**src/rtl/smem_pkg.sv**
```systemverilog
// Shared widths, issue FSM state encoding and response tag values for the
// memory request issue path.
package smem_pkg;

  localparam int ADDR_W = 42;
  localparam int LINE_W = 512;

  localparam logic TAG_K = 1'b0;
  localparam logic TAG_L = 1'b1;

  typedef enum logic [1:0] {
    IDLE    = 2'd0,
    ISSUE_K = 2'd1,
    ISSUE_L = 2'd2
  } issue_state_t;

  // Two byte addresses fall in the same 64-byte occurrence line.
  function automatic logic same_line(input logic [ADDR_W-1:0] a,
                                     input logic [ADDR_W-1:0] b);
    return a[ADDR_W-1:6] == b[ADDR_W-1:6];
  endfunction

endpackage

```
**src/rtl/mem_req_issue_if.sv**
```systemverilog
// Memory read request/response channels; master is the issuing block,
// slave is the memory side.
interface mem_req_issue_if;
  import smem_pkg::*;

  logic              mem_req_valid;
  logic              mem_req_ready;
  logic [ADDR_W-1:0] mem_req_addr;
  logic              mem_req_tag;
  logic              mem_rsp_valid;
  logic              mem_rsp_ready;
  logic [LINE_W-1:0] mem_rsp_data;
  logic              mem_rsp_tag;

  modport master (
    output mem_req_valid, mem_req_addr, mem_req_tag, mem_rsp_ready,
    input  mem_req_ready, mem_rsp_valid, mem_rsp_data, mem_rsp_tag
  );

  modport slave (
    input  mem_req_valid, mem_req_addr, mem_req_tag, mem_rsp_ready,
    output mem_req_ready, mem_rsp_valid, mem_rsp_data, mem_rsp_tag
  );
endinterface

```
**src/rtl/ctx_fifo.sv**
```systemverilog
// Context FIFO for accepted-but-uncompleted requests; exposes the head entry
// and the one behind it so the collector can complete while the head drains.
module ctx_fifo #(
  parameter int WIDTH = 129,
  parameter int DEPTH = 8
) (
  input  logic                   clk,
  input  logic                   rst,
  input  logic                   push,
  input  logic                   pop,
  input  logic [WIDTH-1:0]       wr_data,
  output logic                   full,
  output logic                   empty,
  output logic [$clog2(DEPTH):0] count,
  output logic [WIDTH-1:0]       head_data,
  output logic [WIDTH-1:0]       next_data
);
  localparam int PTR_W = $clog2(DEPTH);
  localparam int CNT_W = PTR_W + 1;

  logic [WIDTH-1:0] entries_reg [DEPTH];
  logic [PTR_W-1:0] wr_ptr_reg;
  logic [PTR_W-1:0] rd_ptr_reg;
  logic [CNT_W-1:0] count_reg;

  always_ff @(posedge clk) begin
    if (push) entries_reg[wr_ptr_reg] <= wr_data;
  end

  // DEPTH is a power of two, so pointer overflow is the modulo wrap.
  always_ff @(posedge clk or posedge rst) begin
    if (rst) begin
      wr_ptr_reg <= '0;
      rd_ptr_reg <= '0;
      count_reg  <= '0;
    end else begin
      if (push) wr_ptr_reg <= wr_ptr_reg + PTR_W'(1);
      if (pop)  rd_ptr_reg <= rd_ptr_reg + PTR_W'(1);
      if (push && !pop)      count_reg <= count_reg + CNT_W'(1);
      else if (pop && !push) count_reg <= count_reg - CNT_W'(1);
    end
  end

  assign full      = (count_reg == CNT_W'(DEPTH));
  assign empty     = (count_reg == '0);
  assign count     = count_reg;
  assign head_data = entries_reg[rd_ptr_reg];
  assign next_data = entries_reg[rd_ptr_reg + PTR_W'(1)];
endmodule

```
**src/rtl/mem_req_issue.sv**
```systemverilog
// Issues k/l occurrence-line reads per request and pairs the responses with
// the request context. Same-line merging is enabled by MEM_REQ_MERGE_EN.
module mem_req_issue
  import smem_pkg::*;
#(
  parameter int CTX_W = 128,
  parameter int DEPTH = 8
) (
  input  logic               clk,
  input  logic               rst,
  input  logic               req_valid,
  input  logic [ADDR_W-1:0]  addr_k,
  input  logic [ADDR_W-1:0]  addr_l,
  input  logic [CTX_W-1:0]   ctx_in,
  output logic               stall,
  mem_req_issue_if.master    mem,
  output logic               out_valid,
  input  logic               out_stall,
  output logic [LINE_W-1:0]  out_line_k,
  output logic [LINE_W-1:0]  out_line_l,
  output logic [CTX_W-1:0]   out_ctx,
  output logic               err
);
  localparam int CNT_W = $clog2(DEPTH) + 1;
  localparam int ENT_W = CTX_W + 1;

  issue_state_t      state_reg;
  logic              req_valid_reg;
  logic [ADDR_W-1:0] req_addr_reg;
  logic [ADDR_W-1:0] addr_l_reg;
  logic              req_tag_reg;
  logic              merged_reg;
  logic              exp_tag_reg;

  logic              fifo_full;
  logic              fifo_empty;
  logic [CNT_W-1:0]  fifo_count;
  logic [ENT_W-1:0]  head_data;
  logic [ENT_W-1:0]  next_data;
  logic [ENT_W-1:0]  pend_data;

  logic merge_hit, accept, req_fire, rsp_ready, rsp_fire, pop, has_pend;

`ifdef MEM_REQ_MERGE_EN
  assign merge_hit = same_line(addr_k, addr_l);
`else
  assign merge_hit = 1'b0;
`endif

  assign stall     = (state_reg != IDLE) || fifo_full;
  assign accept    = req_valid && !stall;
  assign req_fire  = req_valid_reg && mem.mem_req_ready;
  assign rsp_ready = !rst && !(out_valid && out_stall);
  assign rsp_fire  = mem.mem_rsp_valid && rsp_ready;
  assign pop       = out_valid && !out_stall;

  assign mem.mem_req_valid = req_valid_reg;
  assign mem.mem_req_addr  = req_addr_reg;
  assign mem.mem_req_tag   = req_tag_reg;
  assign mem.mem_rsp_ready = rsp_ready;

  // While the output register is occupied the FIFO head belongs to it, so
  // incoming responses complete the entry behind the head.
  assign has_pend  = !fifo_empty && (!out_valid || (fifo_count > CNT_W'(1)));
  assign pend_data = out_valid ? next_data : head_data;

  ctx_fifo #(.WIDTH(ENT_W), .DEPTH(DEPTH)) u_ctx_fifo (
    .clk       (clk),
    .rst       (rst),
    .push      (accept),
    .pop       (pop),
    .wr_data   ({ctx_in, merge_hit}),
    .full      (fifo_full),
    .empty     (fifo_empty),
    .count     (fifo_count),
    .head_data (head_data),
    .next_data (next_data)
  );

  always_ff @(posedge clk or posedge rst) begin
    if (rst) begin
      state_reg     <= IDLE;
      req_valid_reg <= 1'b0;
      req_addr_reg  <= '0;
      req_tag_reg   <= TAG_K;
      addr_l_reg    <= '0;
      merged_reg    <= 1'b0;
    end else begin
      case (state_reg)
        IDLE: if (accept) begin
          state_reg     <= ISSUE_K;
          req_valid_reg <= 1'b1;
          req_addr_reg  <= addr_k;
          req_tag_reg   <= TAG_K;
          addr_l_reg    <= addr_l;
          merged_reg    <= merge_hit;
        end
        ISSUE_K: if (req_fire) begin
          if (merged_reg) begin
            state_reg     <= IDLE;
            req_valid_reg <= 1'b0;
          end else begin
            state_reg    <= ISSUE_L;
            req_addr_reg <= addr_l_reg;
            req_tag_reg  <= TAG_L;
          end
        end
        ISSUE_L: if (req_fire) begin
          state_reg     <= IDLE;
          req_valid_reg <= 1'b0;
        end
        default: begin
          state_reg     <= IDLE;
          req_valid_reg <= 1'b0;
        end
      endcase
    end
  end

  // A response can only be accepted while the output register is free or
  // draining, so overwriting out_line_k never disturbs a held result.
  always_ff @(posedge clk or posedge rst) begin
    if (rst) begin
      out_valid   <= 1'b0;
      out_line_k  <= '0;
      out_line_l  <= '0;
      out_ctx     <= '0;
      err         <= 1'b0;
      exp_tag_reg <= TAG_K;
    end else begin
      if (pop) out_valid <= 1'b0;
      if (rsp_fire) begin
        if (!has_pend) begin
          err <= 1'b1;
        end else begin
          if (mem.mem_rsp_tag != exp_tag_reg) err <= 1'b1;
          if (exp_tag_reg == TAG_K) begin
            out_line_k <= mem.mem_rsp_data;
            if (pend_data[0]) begin
              out_line_l <= mem.mem_rsp_data;
              out_ctx    <= pend_data[ENT_W-1:1];
              out_valid  <= 1'b1;
            end else begin
              exp_tag_reg <= TAG_L;
            end
          end else begin
            out_line_l  <= mem.mem_rsp_data;
            out_ctx     <= pend_data[ENT_W-1:1];
            out_valid   <= 1'b1;
            exp_tag_reg <= TAG_K;
          end
        end
      end
    end
  end
endmodule

```
**src/flat_wrapper.sv**
```systemverilog
// flat-port wrapper written by rule: the top's interface ports become plain ports
module mem_req_issue_flat import smem_pkg::*;
#(
  parameter int CTX_W = 128,
  parameter int DEPTH = 8
)
  (clk, rst, req_valid, addr_k, addr_l, ctx_in, stall, out_valid, out_stall, out_line_k, out_line_l, out_ctx, err, mem_mem_req_valid, mem_mem_req_addr, mem_mem_req_tag, mem_mem_rsp_ready, mem_mem_req_ready, mem_mem_rsp_valid, mem_mem_rsp_data, mem_mem_rsp_tag);
  mem_req_issue_if mem_i ();
  input  logic clk;
  input  logic rst;
  input  logic req_valid;
  input  logic [ADDR_W-1:0] addr_k;
  input  logic [ADDR_W-1:0] addr_l;
  input  logic [CTX_W-1:0] ctx_in;
  output logic stall;
  output logic out_valid;
  input  logic out_stall;
  output logic [LINE_W-1:0] out_line_k;
  output logic [LINE_W-1:0] out_line_l;
  output logic [CTX_W-1:0] out_ctx;
  output logic err;
  output wire logic [$bits(mem_i.mem_req_valid)-1:0] mem_mem_req_valid;
  output wire logic [$bits(mem_i.mem_req_addr)-1:0] mem_mem_req_addr;
  output wire logic [$bits(mem_i.mem_req_tag)-1:0] mem_mem_req_tag;
  output wire logic [$bits(mem_i.mem_rsp_ready)-1:0] mem_mem_rsp_ready;
  input wire logic [$bits(mem_i.mem_req_ready)-1:0] mem_mem_req_ready;
  input wire logic [$bits(mem_i.mem_rsp_valid)-1:0] mem_mem_rsp_valid;
  input wire logic [$bits(mem_i.mem_rsp_data)-1:0] mem_mem_rsp_data;
  input wire logic [$bits(mem_i.mem_rsp_tag)-1:0] mem_mem_rsp_tag;
  assign mem_mem_req_valid = mem_i.mem_req_valid;
  assign mem_mem_req_addr = mem_i.mem_req_addr;
  assign mem_mem_req_tag = mem_i.mem_req_tag;
  assign mem_mem_rsp_ready = mem_i.mem_rsp_ready;
  assign mem_i.mem_req_ready = mem_mem_req_ready;
  assign mem_i.mem_rsp_valid = mem_mem_rsp_valid;
  assign mem_i.mem_rsp_data = mem_mem_rsp_data;
  assign mem_i.mem_rsp_tag = mem_mem_rsp_tag;
  mem_req_issue #(.CTX_W(CTX_W), .DEPTH(DEPTH)) u_core (.clk(clk), .rst(rst), .req_valid(req_valid), .addr_k(addr_k), .addr_l(addr_l), .ctx_in(ctx_in), .stall(stall), .mem(mem_i), .out_valid(out_valid), .out_stall(out_stall), .out_line_k(out_line_k), .out_line_l(out_line_l), .out_ctx(out_ctx), .err(err));
endmodule
```
**config.mk**
```make
export PLATFORM = sky130hd
export DESIGN_NAME = mem_req_issue_flat
export DESIGN_NICKNAME = d
export VERILOG_FILES = /design/src/rtl/smem_pkg.sv /design/src/rtl/mem_req_issue_if.sv /design/src/rtl/ctx_fifo.sv /design/src/rtl/mem_req_issue.sv /design/src/flat_wrapper.sv
export SDC_FILE = /design/constraint.sdc
export NUM_CORES = 2
export LEC_CHECK = 0
export BUFFER_PORTS_ARGS = -buffer_cell sky130_fd_sc_hd__buf_2
export CORE_AREA = 2 2 762 764
export CTS_CLUSTER_SIZE = 25
export DETAILED_ROUTE_END_ITERATION = 16
export DIE_AREA = 0 0 764 766
export GPL_ROUTABILITY_DRIVEN = 0
export PLACE_DENSITY = 0.4
export SLEW_MARGIN = 30
export SYNTH_ARGS = -nofsm -noshare
export SYNTH_HDL_FRONTEND = slang
export SYNTH_HIERARCHICAL = 1
export SYNTH_SLANG_ARGS = --single-unit
```
**constraint.sdc**
```tcl
create_clock -name clk -period 46.6 [get_ports clk]
set_input_delay 2.33 -clock clk [delete_from_list [all_inputs] [get_ports clk]]
set_output_delay 2.33 -clock clk [all_outputs]
set_load 0.05 [all_outputs]
```
# Word-level counts from Yosys, hierarchy flattened
# Memory sizes are Yosys's and may differ from the RTL's.
# Cells that the tools add are included.
# classes
eq_ne	8
n_addsub	4
reduce_logical	33
n_bitwise	2
n_shift	0
div	0
order_cmp	1
mul	0
muxes	31
# ops
operator	n
512-bit 2-to-1 mux	2
128-bit 2-to-1 mux	2
129-bit 2-to-1 mux	1
42-bit 2-to-1 mux	2
42-bit one-hot mux with 2 select lines	1
1-bit 2-to-1 mux	15
3-bit AND reduction	4
1-bit logical AND	9
1-bit zero test	8
4-bit 2-to-1 mux	2
2-bit nonzero test	4
3-bit by 1-bit adder with 3-bit output (second input constant)	2
2-bit 2-to-1 mux	3
2-bit one-hot mux with 3 select lines	1
2-bit AND reduction	3
4-bit by 1-bit adder with 4-bit output (second input constant)	1
4-bit equality test (second input constant)	1
4-bit by 1-bit > comparator with 1-bit output (second input constant)	1
4-bit zero test	1
2-bit by 1-bit != test with 1-bit output (second input constant)	2
2-bit != test (second input constant)	2
4-bit AND reduction	1
4-bit by 1-bit subtractor with 4-bit output (second input constant)	1
1-bit one-hot mux with 3 select lines	1
other kinds (7)	9
# word_totals
output_inout_bits	1200
ff_bits	1253
rom_bits	0
latchBits	0
memories	1
mem_bits_rw	1024
# mem_list
name	words	width	read_ports	rd_ports_with_merged_regs	wr	line	rtl
u_core.u_ctx_fifo.entries_reg	8	128	2	0	1	ctx_fifo.sv:21	logic [WIDTH-1:0] entries_reg [DEPTH];

# Depth between registers and ports, before layout
# depth
word_depth	8
mapped_depth	13
ltp_nobuf	8

# Hierarchy
# The synthesis kept the hierarchy.
# by_module_without_submodules
mod	n_inst	area_per_inst_um2	cells_per_inst
mem_req_issue	1	49736.5	2882
ctx_fifo	1	47226.5	2013

# Worst setup path before layout
# OpenSTA, ideal clock, no wires.
# synth_path
path_type	input -> register
startpoint	input port req_valid
endpoint	memory u_core/u_ctx_fifo/entries_reg[1][0] (netlist name), enable pin
n_path_buf	2
arrival_ns	12.232
path_stages	5
path_slack_ns	33.594
cell_sequence	nor4b_1 -> clkbuf_1 -> clkbuf_1 -> nand2_1 -> nor3_1
# synth_between
elab_chain_len	3
# synth_rtl
element	line	rtl
start: declaration	flat_wrapper.sv:11	input logic req_valid;
1-bit logical AND	mem_req_issue.sv:51	assign accept = req_valid && !stall;
net u_core.accept	mem_req_issue.sv:42	logic merge_hit, accept, req_fire, rsp_ready, rsp_fire, pop, has_pend;
1-bit 2-to-1 mux	ctx_fifo.sv:27	if (push) entries_reg[wr_ptr_reg] <= wr_data;
1-bit 2-to-1 mux (implied by the code)	ctx_fifo.sv:27	
end: declaration	ctx_fifo.sv:21	
# The timed path passes the listed nets, and every way through them passes these cells.

# Final worst setup path
# layout_path
startpoint	input port rst
endpoint	register u_core.out_line_l[229]
# layout_between
elab_chain_len	4
# layout_rtl
element	line	rtl
start: declaration	flat_wrapper.sv:10	input logic rst;
1-bit zero test	mem_req_issue.sv:53	assign rsp_ready = !rst && !(out_valid && out_stall);
1-bit logical AND	mem_req_issue.sv:53	
1-bit logical AND	mem_req_issue.sv:54	assign rsp_fire = mem.mem_rsp_valid && rsp_ready;
3-bit AND reduction (no line)	--	
end signal: assignment	mem_req_issue.sv:140	out_line_l <= mem.mem_rsp_data;
end signal: assignment	mem_req_issue.sv:147	out_line_l <= mem.mem_rsp_data;
end: declaration	mem_req_issue.sv:20	output logic [LINE_W-1:0] out_line_l,
# Every way passes these cells.
# A chain may end at the register's enable or synchronous reset.

==> summary.md <==
| Metric | Value |
|---|---|
| WL per Instance | 39.0 µm |
| Slowest cell on the critical path | buf_4 |
| Residual DRC count | 0 |
| Avg Inst Size Synth | 19.8 µm² |
| CTS tree | yes |
| Post-CTS sizing | 0 |
| Hold crit path type | reg -> reg |
| Initial antenna violation count | 291 |
| Max incr delay on CP | 0.69 ns |
| Finished Layout Cells | 15100 |
| Reg clk slew, reported paths | 0.06 ns |
| Final wirelength | 589000 µm |
| CP endpoint | u_core/out_line_l[229]$_DFFE_PP0P_ |
| Insertion delay to the later sink of the worst-skew pair | 0.98 ns |
| Most frequent cell after synthesis | dfrtp_1 |
| ANT nets after route | 0 |
| Final Cycle Share | 0.158 |
| Largest cells by area after synthesis | dfrtp_1 (32%), edfxtp_1 (32%), mux2_2 (13%) |
| Delay-heaviest family, CP | buffers and inverters |
| Synth top area share | 0.323 |
| Largest net degree at the start of global routing | 104 |
| CTS Buf Count | 293 |
| Synth top cells by count | dfrtp_1 (1253), mux2_2 (1095), edfxtp_1 (1032), mux4_2 (496), mux2_4 (440) |
| Total Power | 0.0119 W |
| P_leak | 48.6 nW |
| Post-synth ARST share | 0.548 |
| Die Y | 766 µm |
| Setup Viol. Count Final | 0 |
| R2R depth | 12 |
| CP startpoint kind | primary input |
| Final Max Slew Viols | 0 |
| Final Hold Viols | 0 |
| FF-to-FF End | u_core/out_line_l[229]$_DFFE_PP0P_ |
| Row count | 279 |
| Port bufs | 1930 |
| Worst-Margin Slew | 1.16 ns |
| GRT Util Overall | 0.194 |
| Worst path depth | 11 |
| Synthesized flop and latch total | 2285 |
| Cells after Synth | 4895 |
| Run status | finished, final reports clean |
| Dominant cell type by area after synthesis | dfrtp_1 |
| Slew HR | 0.227 |
| # Post-CTS Setup Buffers | 0 |
| Post-DP HPWL | 474000 µm |
| Die area | 585000 µm² |
| Vias in the first global route | 60700 |
| Critical Path Sink Type | register |
| Htree depth | 5 |
| IO Pins | 1931 |
| Clk sinks | 2285 |
| Place WS | 37.84 ns |
| Area growth, synth to finish | 29.8% |
| Setup TNS | 0 ns |
| VDD IR-drop max | 0.0914 mV |
| Proportion of layout cells with a drive suffix above 1 | 0.636 |
| Unrepaired setup endpoints after global routing | no |
| Pwr per Cell Area | 94.8 nW/µm² |
| CTS Buffer Depth | 4 |
| Crit path required time | 47.39 ns |
| Placed insts | 14400 |
| Clock root cell | clkbuf_16 |
| Grt total ovfl | 0 |
| Fmax | 0.136 GHz |
| Worst setup startpoint | rst |
| Post-synth EDFFs | 1032 |
| Buffers plus inverters on the worst setup path | 7 |
| Via-to-Cell Ratio | 3.88 |
| Max FFs per register | 1032 |
| Sequential-to-total area share from yosys stat | 0.643 |
| Core ar. | 576000 µm² |
| Cell variety after synth | 42 |
| Primary FF master, synth | dfrtp_1 |
| DRT Pass-1 Iters | 7 |
| CP max FO | 103 |
| Worst reg2reg startpoint | u_core/u_ctx_fifo/rd_ptr_reg[1]$_DFFE_PP0P_ |
| Global-route wire length before repair | 729000 µm |
| Fin crit period | 7.38 ns |
| Ys Warns | 6 |
| Max Cap Viol | 0 |
| Horiz. Die Dim | 764 µm |
| # hold bufs at CTS | 0 |
| Synthesized cell area | 97000 µm² |
| CP arrival | 8.17 ns |
| Reg2reg setup slack | 39.39 ns |
| Setup ws final | 39.22 ns |
| 1st-iter DRT viols | 4102 |
| Nets@finish | 7659 |
| Kind of critical path | in -> reg |
| Routed via count | 58600 |
| Final Skew | 0.110 ns |
| Crit-path cells | buf_2 -> a21oi_2 -> nand4b_1 -> nor2_4 -> buf_4 -> buf_12 -> buf_12 -> buf_6 -> buf_4 -> buf_6 -> mux2_1 |
| Initial Utilization | 0.168 |
==> metrics by stage <==
step,hold WS (ns),util,cell area [µm²]
2_1_floorplan,0.480,-,97000
3_3_place_gp,0.469,0.200,115000
3_5_place_dp,0.471,0.200,115000
4_1_cts,0.484,0.217,125000
5_1_grt,0.495,0.218,126000
6_report,0.482,0.218,126000
==> power breakdown <==
part / switching, W / total, W / leakage [nW] / internal [W]
sequential: 0.000439 / 0.00322 / 24.1 / 0.00278
combinational: 0.00440 / 0.00634 / 19.6 / 0.00194
clock: 0.000984 / 0.00236 / 4.91 / 0.00138
total: 0.00582 / 0.0119 / 48.6 / 0.00610
==> per-layer routing <==
layer / vias to the layer above / wire (µm) / GRT usage
met5: - / 1410 / 0.000737
met4: 148 / 30400 / 0.0926
met3: 943 / 75000 / 0.106
met2: 2682 / 270000 / 0.307
met1: 31300 / 212000 / 0.212
li1: 23600 / - / -
==> cell usage in the layout (no fill, tap or decap), types with 4 or more instances in the layout <==
master / synthesis / routed
a21oi_1: 45 / 44
buf_12: 0 / 8
buf_2: 125 / 1930
buf_4: 1 / 75
buf_6: 106 / 16
bufinv_16: 0 / 19
clkbuf_1: 47 / 53
clkbuf_16: 0 / 297
clkbuf_8: 0 / 55
clkinv_1: 0 / 15
clkinv_16: 0 / 11
clkinv_2: 0 / 53
clkinv_4: 0 / 7
clkinv_8: 0 / 6
clkinvlp_4: 0 / 9
conb_1: 1 / 8
dfrtp_1: 1253 / 1249
dfrtp_4: 0 / 4
diode_2: 0 / 205
edfxtp_1: 1032 / 1032
ha_1: 5 / 4
inv_1: 5 / 4
inv_16: 0 / 4
inv_6: 0 / 9
mux2_1: 49 / 49
mux2_2: 1095 / 1095
mux2_4: 440 / 440
mux2i_1: 43 / 43
mux4_1: 20 / 20
mux4_2: 496 / 496
nand2_1: 7 / 7
nand3_1: 5 / 5
nor2_1: 50 / 42
nor2_4: 0 / 8
o21ai_0: 4 / 4
xnor2_1: 5 / 5
==> worst min path at each step <==
stage	startpoint	to	slack [ns]	depth (start not counted)
after floorplan	u_core/addr_l_reg[36]$_DFFE_PP0P_	u_core/addr_l_reg[36]$_DFFE_PP0P_	0.48	1
after global placement	u_core/out_line_l[421]$_DFFE_PP0P_	u_core/out_line_l[421]$_DFFE_PP0P_	0.47	1
after detailed placement	u_core/out_ctx[97]$_DFFE_PP0P_	u_core/out_ctx[97]$_DFFE_PP0P_	0.47	1
after CTS	u_core/out_line_l[10]$_DFFE_PP0P_	u_core/out_line_l[10]$_DFFE_PP0P_	0.48	1
after global routing	u_core/out_line_l[236]$_DFFE_PP0P_	u_core/out_line_l[236]$_DFFE_PP0P_	0.50	1
final	u_core/out_line_l[207]$_DFFE_PP0P_	u_core/out_line_l[207]$_DFFE_PP0P_	0.48	1
==> cell type report <==
class / instances / area [µm²]
fill: 60700 / 450000
sequential: 2285 / 62400
multi-input combinational: 2305 / 32600
timing repair buffer: 2032 / 10600
tap: 7727 / 9670
clock buffer: 405 / 8390
clock inverter: 135 / 1630
antenna: 205 / 513
inverter: 5 / 26.3
==> logic make-up after synthesis <==
family / after synthesis / share of synthesized area
buf+inv: 312 / 0.0222
simple gates: 83 / 0.00397
compound gates: 57 / 0.00321
fa+ha+maj: 6 / 0.000852
mux: 2143 / 0.326
flops: 2285 / 0.643
xor+xnor: 8 / 0.000723
other cells: 1 / 0.0000387
Note: power is estimated with default switching activity, not from simulation.
